==> config.mk <==
export PLATFORM = sky130hd
export DESIGN_NAME = rng_roll_sequencer
export DESIGN_NICKNAME = d
export VERILOG_FILES = /design/src/rtl/rng_seq_pkg.sv /design/src/rtl/rng_interval_timer.sv /design/src/rtl/rng_roll_sequencer.sv
export SDC_FILE = /design/constraint.sdc
export NUM_CORES = 1
export LEC_CHECK = 0
export BUFFER_PORTS_ARGS = -buffer_cell sky130_fd_sc_hd__buf_4
export CORE_ASPECT_RATIO = 0.9
export CORE_UTILIZATION = 36
export DETAILED_ROUTE_END_ITERATION = 8
export HOLD_SLACK_MARGIN = 0.05
export PLACE_DENSITY_LB_ADDON = 0.05
export SLEW_MARGIN = 20
export SYNTH_ARGS = -nofsm -noshare
export SYNTH_HDL_FRONTEND = slang
export SYNTH_SLANG_ARGS = --single-unit
==> constraint.sdc <==
create_clock -name i_clk -period 5.5 [get_ports i_clk]
set_input_delay 1.1 -clock i_clk [delete_from_list [all_inputs] [get_ports i_clk]]
set_output_delay 1.1 -clock i_clk [all_outputs]
set_load 0.005 [all_outputs]
==> src/rtl/rng_seq_pkg.sv <==
// ============================================================================
// Module   : rng_seq_pkg
// Brief    : Shared state encoding, constants and interval helper for the
//            dice-roll sequencer.
// Revision : 1.0 - initial release
// ============================================================================
`default_nettype none

package rng_seq_pkg;

  typedef enum logic [1:0] {
    IDLE    = 2'd0,
    ROLL    = 2'd1,
    SETTLE  = 2'd2,
    CAPTURE = 2'd3
  } state_t;

  localparam int ROLL_CNT_W = 8;

  function automatic int unsigned interval_len(input int unsigned base, input int unsigned k);
    return base << k;
  endfunction

endpackage

`default_nettype wire

==> src/rtl/rng_interval_timer.sv <==
// ============================================================================
// Module   : rng_interval_timer
// Brief    : Step-interval counter; interval k lasts BASE_INTERVAL<<k cycles.
// Revision : 1.0 - initial release
// ============================================================================
`default_nettype none

module rng_interval_timer
  import rng_seq_pkg::*;
#(
  parameter int unsigned BASE_INTERVAL = 2,
  parameter int unsigned NUM_STEPS     = 3,
  parameter int unsigned CNT_W         = $clog2(BASE_INTERVAL << NUM_STEPS) + 1,
  parameter int unsigned K_W           = $clog2(NUM_STEPS) + 1
) (
  input  logic clk,
  input  logic rst,
  input  logic i_clr,
  input  logic i_run,
  output logic o_expire,
  output logic o_last
);

  logic [CNT_W-1:0] r_cnt;
  logic [K_W-1:0]   r_k;
  logic [CNT_W-1:0] w_lim;

  assign w_lim    = CNT_W'(interval_len(BASE_INTERVAL, 32'(r_k)) - 32'd1);
  assign o_expire = (r_cnt == w_lim);
  assign o_last   = (r_k == K_W'(NUM_STEPS - 1));

  // k holds at the last index; the sequencer leaves ROLL on that expiry
  always_ff @(posedge clk) begin
    if (rst || i_clr) begin
      r_cnt <= '0;
      r_k   <= '0;
    end else if (i_run) begin
      if (o_expire) begin
        r_cnt <= '0;
        if (!o_last) r_k <= r_k + K_W'(1);
      end else begin
        r_cnt <= r_cnt + CNT_W'(1);
      end
    end
  end

endmodule

`default_nettype wire

==> src/rtl/rng_roll_sequencer.sv <==
// ============================================================================
// Module   : rng_roll_sequencer
// Brief    : Dice-roll sequencer: slowing LFSR step pulses, settle, capture.
//            Define RNG_ROLL_STATS_EN to add the saturating o_roll_cnt output.
// Revision : 1.0 - initial release
// ============================================================================
`default_nettype none

module rng_roll_sequencer
  import rng_seq_pkg::*;
#(
  parameter int unsigned DATA_W        = 4,
  parameter int unsigned BASE_INTERVAL = 2,
  parameter int unsigned NUM_STEPS     = 3
) (
  input  logic              i_clk,
  input  logic              i_rst,
  input  logic              i_start,
  input  logic              i_stop,
  input  logic [DATA_W-1:0] i_rand,
  output logic              o_step,
  output logic              o_busy,
  output logic              o_done,
  output logic [DATA_W-1:0] o_result,
  output logic [DATA_W-1:0] o_prev_result
`ifdef RNG_ROLL_STATS_EN
  ,
  output logic [ROLL_CNT_W-1:0] o_roll_cnt
`endif
);

  state_t r_state;
  state_t w_next;
  logic   w_clr;
  logic   w_run;
  logic   w_step;
  logic   w_cap;
  logic   w_expire;
  logic   w_last;

  rng_interval_timer #(
    .BASE_INTERVAL (BASE_INTERVAL),
    .NUM_STEPS     (NUM_STEPS)
  ) u_timer (
    .clk      (i_clk),
    .rst      (i_rst),
    .i_clr    (w_clr),
    .i_run    (w_run),
    .o_expire (w_expire),
    .o_last   (w_last)
  );

  always_comb begin
    w_next = r_state;
    w_clr  = 1'b0;
    w_run  = 1'b0;
    w_step = 1'b0;
    w_cap  = 1'b0;
    case (r_state)
      IDLE: begin
        if (i_start) begin
          w_next = ROLL;
          w_clr  = 1'b1;
        end
      end
      ROLL: begin
        // restart outranks stop, stop outranks a due step
        if (i_start) begin
          w_clr = 1'b1;
        end else if (i_stop) begin
          w_next = SETTLE;
        end else begin
          w_run = 1'b1;
          if (w_expire) begin
            w_step = 1'b1;
            if (w_last) w_next = SETTLE;
          end
        end
      end
      SETTLE:  w_next = CAPTURE;
      CAPTURE: begin
        w_cap  = 1'b1;
        w_next = IDLE;
      end
      default: w_next = IDLE;
    endcase
  end

  always_ff @(posedge i_clk) begin
    if (i_rst) begin
      r_state       <= IDLE;
      o_step        <= 1'b0;
      o_busy        <= 1'b0;
      o_done        <= 1'b0;
      o_result      <= '0;
      o_prev_result <= '0;
    end else begin
      r_state <= w_next;
      o_step  <= w_step;
      o_busy  <= (w_next != IDLE);
      o_done  <= w_cap;
      if (w_cap) begin
        o_prev_result <= o_result;
        o_result      <= i_rand;
      end
    end
  end

`ifdef RNG_ROLL_STATS_EN
  logic [ROLL_CNT_W-1:0] r_roll_cnt;

  always_ff @(posedge i_clk) begin
    if (i_rst) begin
      r_roll_cnt <= '0;
    end else if (w_cap && (r_roll_cnt != {ROLL_CNT_W{1'b1}})) begin
      r_roll_cnt <= r_roll_cnt + ROLL_CNT_W'(1);
    end
  end

  assign o_roll_cnt = r_roll_cnt;
`endif

endmodule

`default_nettype wire
==> results.json <==
{
  "outcome": "completed",
  "critPathLaunchType": "flip-flop",
  "grt_pass1_vias": 736,
  "powerDensity_nw_per_um2": 197,
  "track_usage_pct": 15.6,
  "hold_buffers": 0,
  "overflow": 0,
  "cp_top_family": "flip-flops",
  "synth_enable_flop_cells": 0,
  "final_area_um2": 1280,
  "synthTopCellsByCount": "21 x dfxtp_1, 19 x nand2_1, 12 x a21oi_1, 7 x inv_1, 7 x nor3_1",
  "nFillCells": 296,
  "dp_hpwl_um": 1710,
  "slew_headroom_pct": 70.8,
  "grt_pass1_wl_um": 3620,
  "setup_viol": 0,
  "fmax_mhz": 414,
  "synth-seq-area-share_pct": 39.1,
  "yosysTopAreaCellShare_pct": 39.1,
  "end_kind": "flip-flop",
  "hp-class": "flip-flop to flip-flop",
  "route.detailed.drc": 0,
  "cp.arrival_ns": 2.66,
  "clk_pin_slew_ns": 0.13,
  "first_pass_iters": 4,
  "die-area_um2": 3210,
  "critPathKind": "flip-flop to flip-flop",
  "seq_area_um2": 420,
  "max-cap-violations": 0,
  "postRouteAntennaNets": 0,
  "clk_latency_ns": 0.31,
  "finalHoldViolations": 0,
  "grt_max_degree": 16,
  "cts_setup_buffers": 0,
  "mappedNetlistArea_um2": 1070,
  "final_layout_size_suffix_gt1_share_pct": 20.0,
  "fin_crit_sh_pct": 43.9,
  "ys_types": 35,
  "synth_warnings": 0,
  "yosysMostFrequentCell": "dfxtp_1",
  "setup_slack_ns": 3.08,
  "place_ws_ns": 2.84,
  "antenna_found_initial": 0,
  "die_x_um": 59.6,
  "multiInputGateArea_um2": 617,
  "final_core_util_pct": 45.7,
  "numCtsBuffers": 3,
  "cts.sinks": 21,
  "antenna_cells": 0,
  "synth_nets": 135,
  "ys_ff_latch": 21,
  "layoutNonFillerInstCount": 180,
  "leakage_nw": 0.504,
  "slew_viol_final": 0,
  "crit_chain": "inv_1 -> ha_1 -> xor2_1 -> o211a_1 -> o31ai_4 -> or4_1 -> a21oi_1",
  "area_delta_synth_final_pct": 18.7,
  "fin_crit_ns": 2.42,
  "avgSynthCellArea_um2": 8.88,
  "gp_congestion": 0.775,
  "core_um2": 2790,
  "place_inst": 176,
  "tightest_slew_ns": 0.436,
  "root_buffer": "clkbuf_4",
  "synth_top_area_cell": "dfxtp_1",
  "port_buffers": 18,
  "wl_um": 2290,
  "layout.nets": 155,
  "die_y_um": 53.8,
  "vias_per_cell": 5.12,
  "synthFlopType": "dfxtp_1",
  "crit_required_ns": 5.75,
  "std_cell_rows": 18,
  "cts_tree": "done",
  "avgRoutedWirePerCell_um": 12.7,
  "dpl_cell_area_um2": 1250,
  "num_vias": 922,
  "worst-path-buf-inv": 1,
  "crit_path_max_incr_delay_ns": 0.57,
  "clock_path_buffers": 2,
  "worstPathMaxFanout": 8,
  "ir_drop_v": 0.000146,
  "rsz0062_at_grt": "false",
  "slowest_stage": "dfxtp_1",
  "synthTopCellsByArea": "dfxtp_1 39%, ha_1 7.0%, nand2_1 6.6%",
  "synthCells": 121,
  "cts_resized": 0,
  "finalClockSkew_ns": 0.0160,
  "reg2reg_slack_ns": 3.08,
  "initial_utilization_pct": 38.5,
  "fin_setup_tns_ns": 0,
  "synthArstFlopShare_pct": 0,
  "h-tree-depth": 1,
  "drt-initial-drc-count": 48,
  "ioPinCount": 19
}
## per-layer routing
metal	wire length, um	GRT usage [%]	vias up	share of wire [%]
li1	-	-	473	-
met1	1180	22.8	434	52
met2	1040	22.7	15	45
met3	71	5.05	0	3.1
met4	0	2.33	0	0
met5	0	0	-	0
## worst paths after layout
check,startpoint,to,cells after the start
setup / recovery,u_timer.r_k[2]$_SDFFE_PP0P_,u_timer.r_k[2]$_SDFFE_PP0P_,7
hold / removal,o_prev_result[2]$_SDFFE_PP0P_,o_prev_result[2]$_SDFFE_PP0P_,2
setup reg to reg,u_timer.r_k[2]$_SDFFE_PP0P_,u_timer.r_k[2]$_SDFFE_PP0P_,7
hold reg to reg,o_prev_result[2]$_SDFFE_PP0P_,o_prev_result[2]$_SDFFE_PP0P_,2
## where the power goes
group | switching (mW) | total (mW) | internal [mW] | leakage [nW]
combinational | 0.0109 | 0.0204 | 0.00953 | 0.316
clock | 0.0471 | 0.0742 | 0.0271 | 0.0177
sequential | 0.00213 | 0.157 | 0.154 | 0.170
## state kept, by name, summed over array words and instances (netlist names)
| name | flops |
|---|---|
| o_busy | 1 |
| o_result | 4 |
| o_step | 1 |
| r_state | 2 |
| o_prev_result | 4 |
| u_timer.r_cnt | 5 |
| u_timer.r_k | 3 |
| o_done | 1 |
## kinds of logic after synthesis
family	Yosys count	share of synthesized area, %
fa+ha+maj	6	6.98
flops	21	39.1
compound gates	28	18.4
xor+xnor	6	4.89
simple gates	50	27.1
buf+inv	10	3.49
## cell usage in the layout, fill, tap and decap left out, drive strengths merged, types with 4 or more instances in the layout
| cell type | n |
|---|---|
| o31ai | 4 |
| nor2 | 8 |
| ha | 6 |
| inv | 7 |
| dfxtp | 21 |
| buf | 18 |
| nand2 | 19 |
| nand4 | 4 |
| a21oi | 12 |
| nor3 | 7 |
| o21ai | 5 |
## worst register-to-register path: cells and delay by family, from the launching register on
family	cells	cell delay (ns)
AOI/OAI and AO/OA	3	0.55
and+or+nand+nor	1	0.49
xor gates and xnor gates	1	0.37
adders and majority gates	1	0.23
DFF	1	0.57
buffers and inverters	1	0.15
## metrics by stage
step | hold slack, ns | total power [mW]
after floorplan | 0.453 | 0.171
after global placement | 0.444 | 0.180
after detailed placement | 0.451 | 0.181
after CTS | 0.468 | 0.255
after global routing | 0.481 | 0.269
final | 0.464 | 0.251
## layout make-up
class | instances | share of cell area (%)
multi-input combinational | 90 | 48.3
sequential | 21 | 32.9
timing repair buffer | 18 | 10.6
tap | 40 | 3.92
inverter | 7 | 2.06
clock buffer | 3 | 1.76
clock inverter | 1 | 0.392
Note: power is estimated with default switching activity, not from simulation.
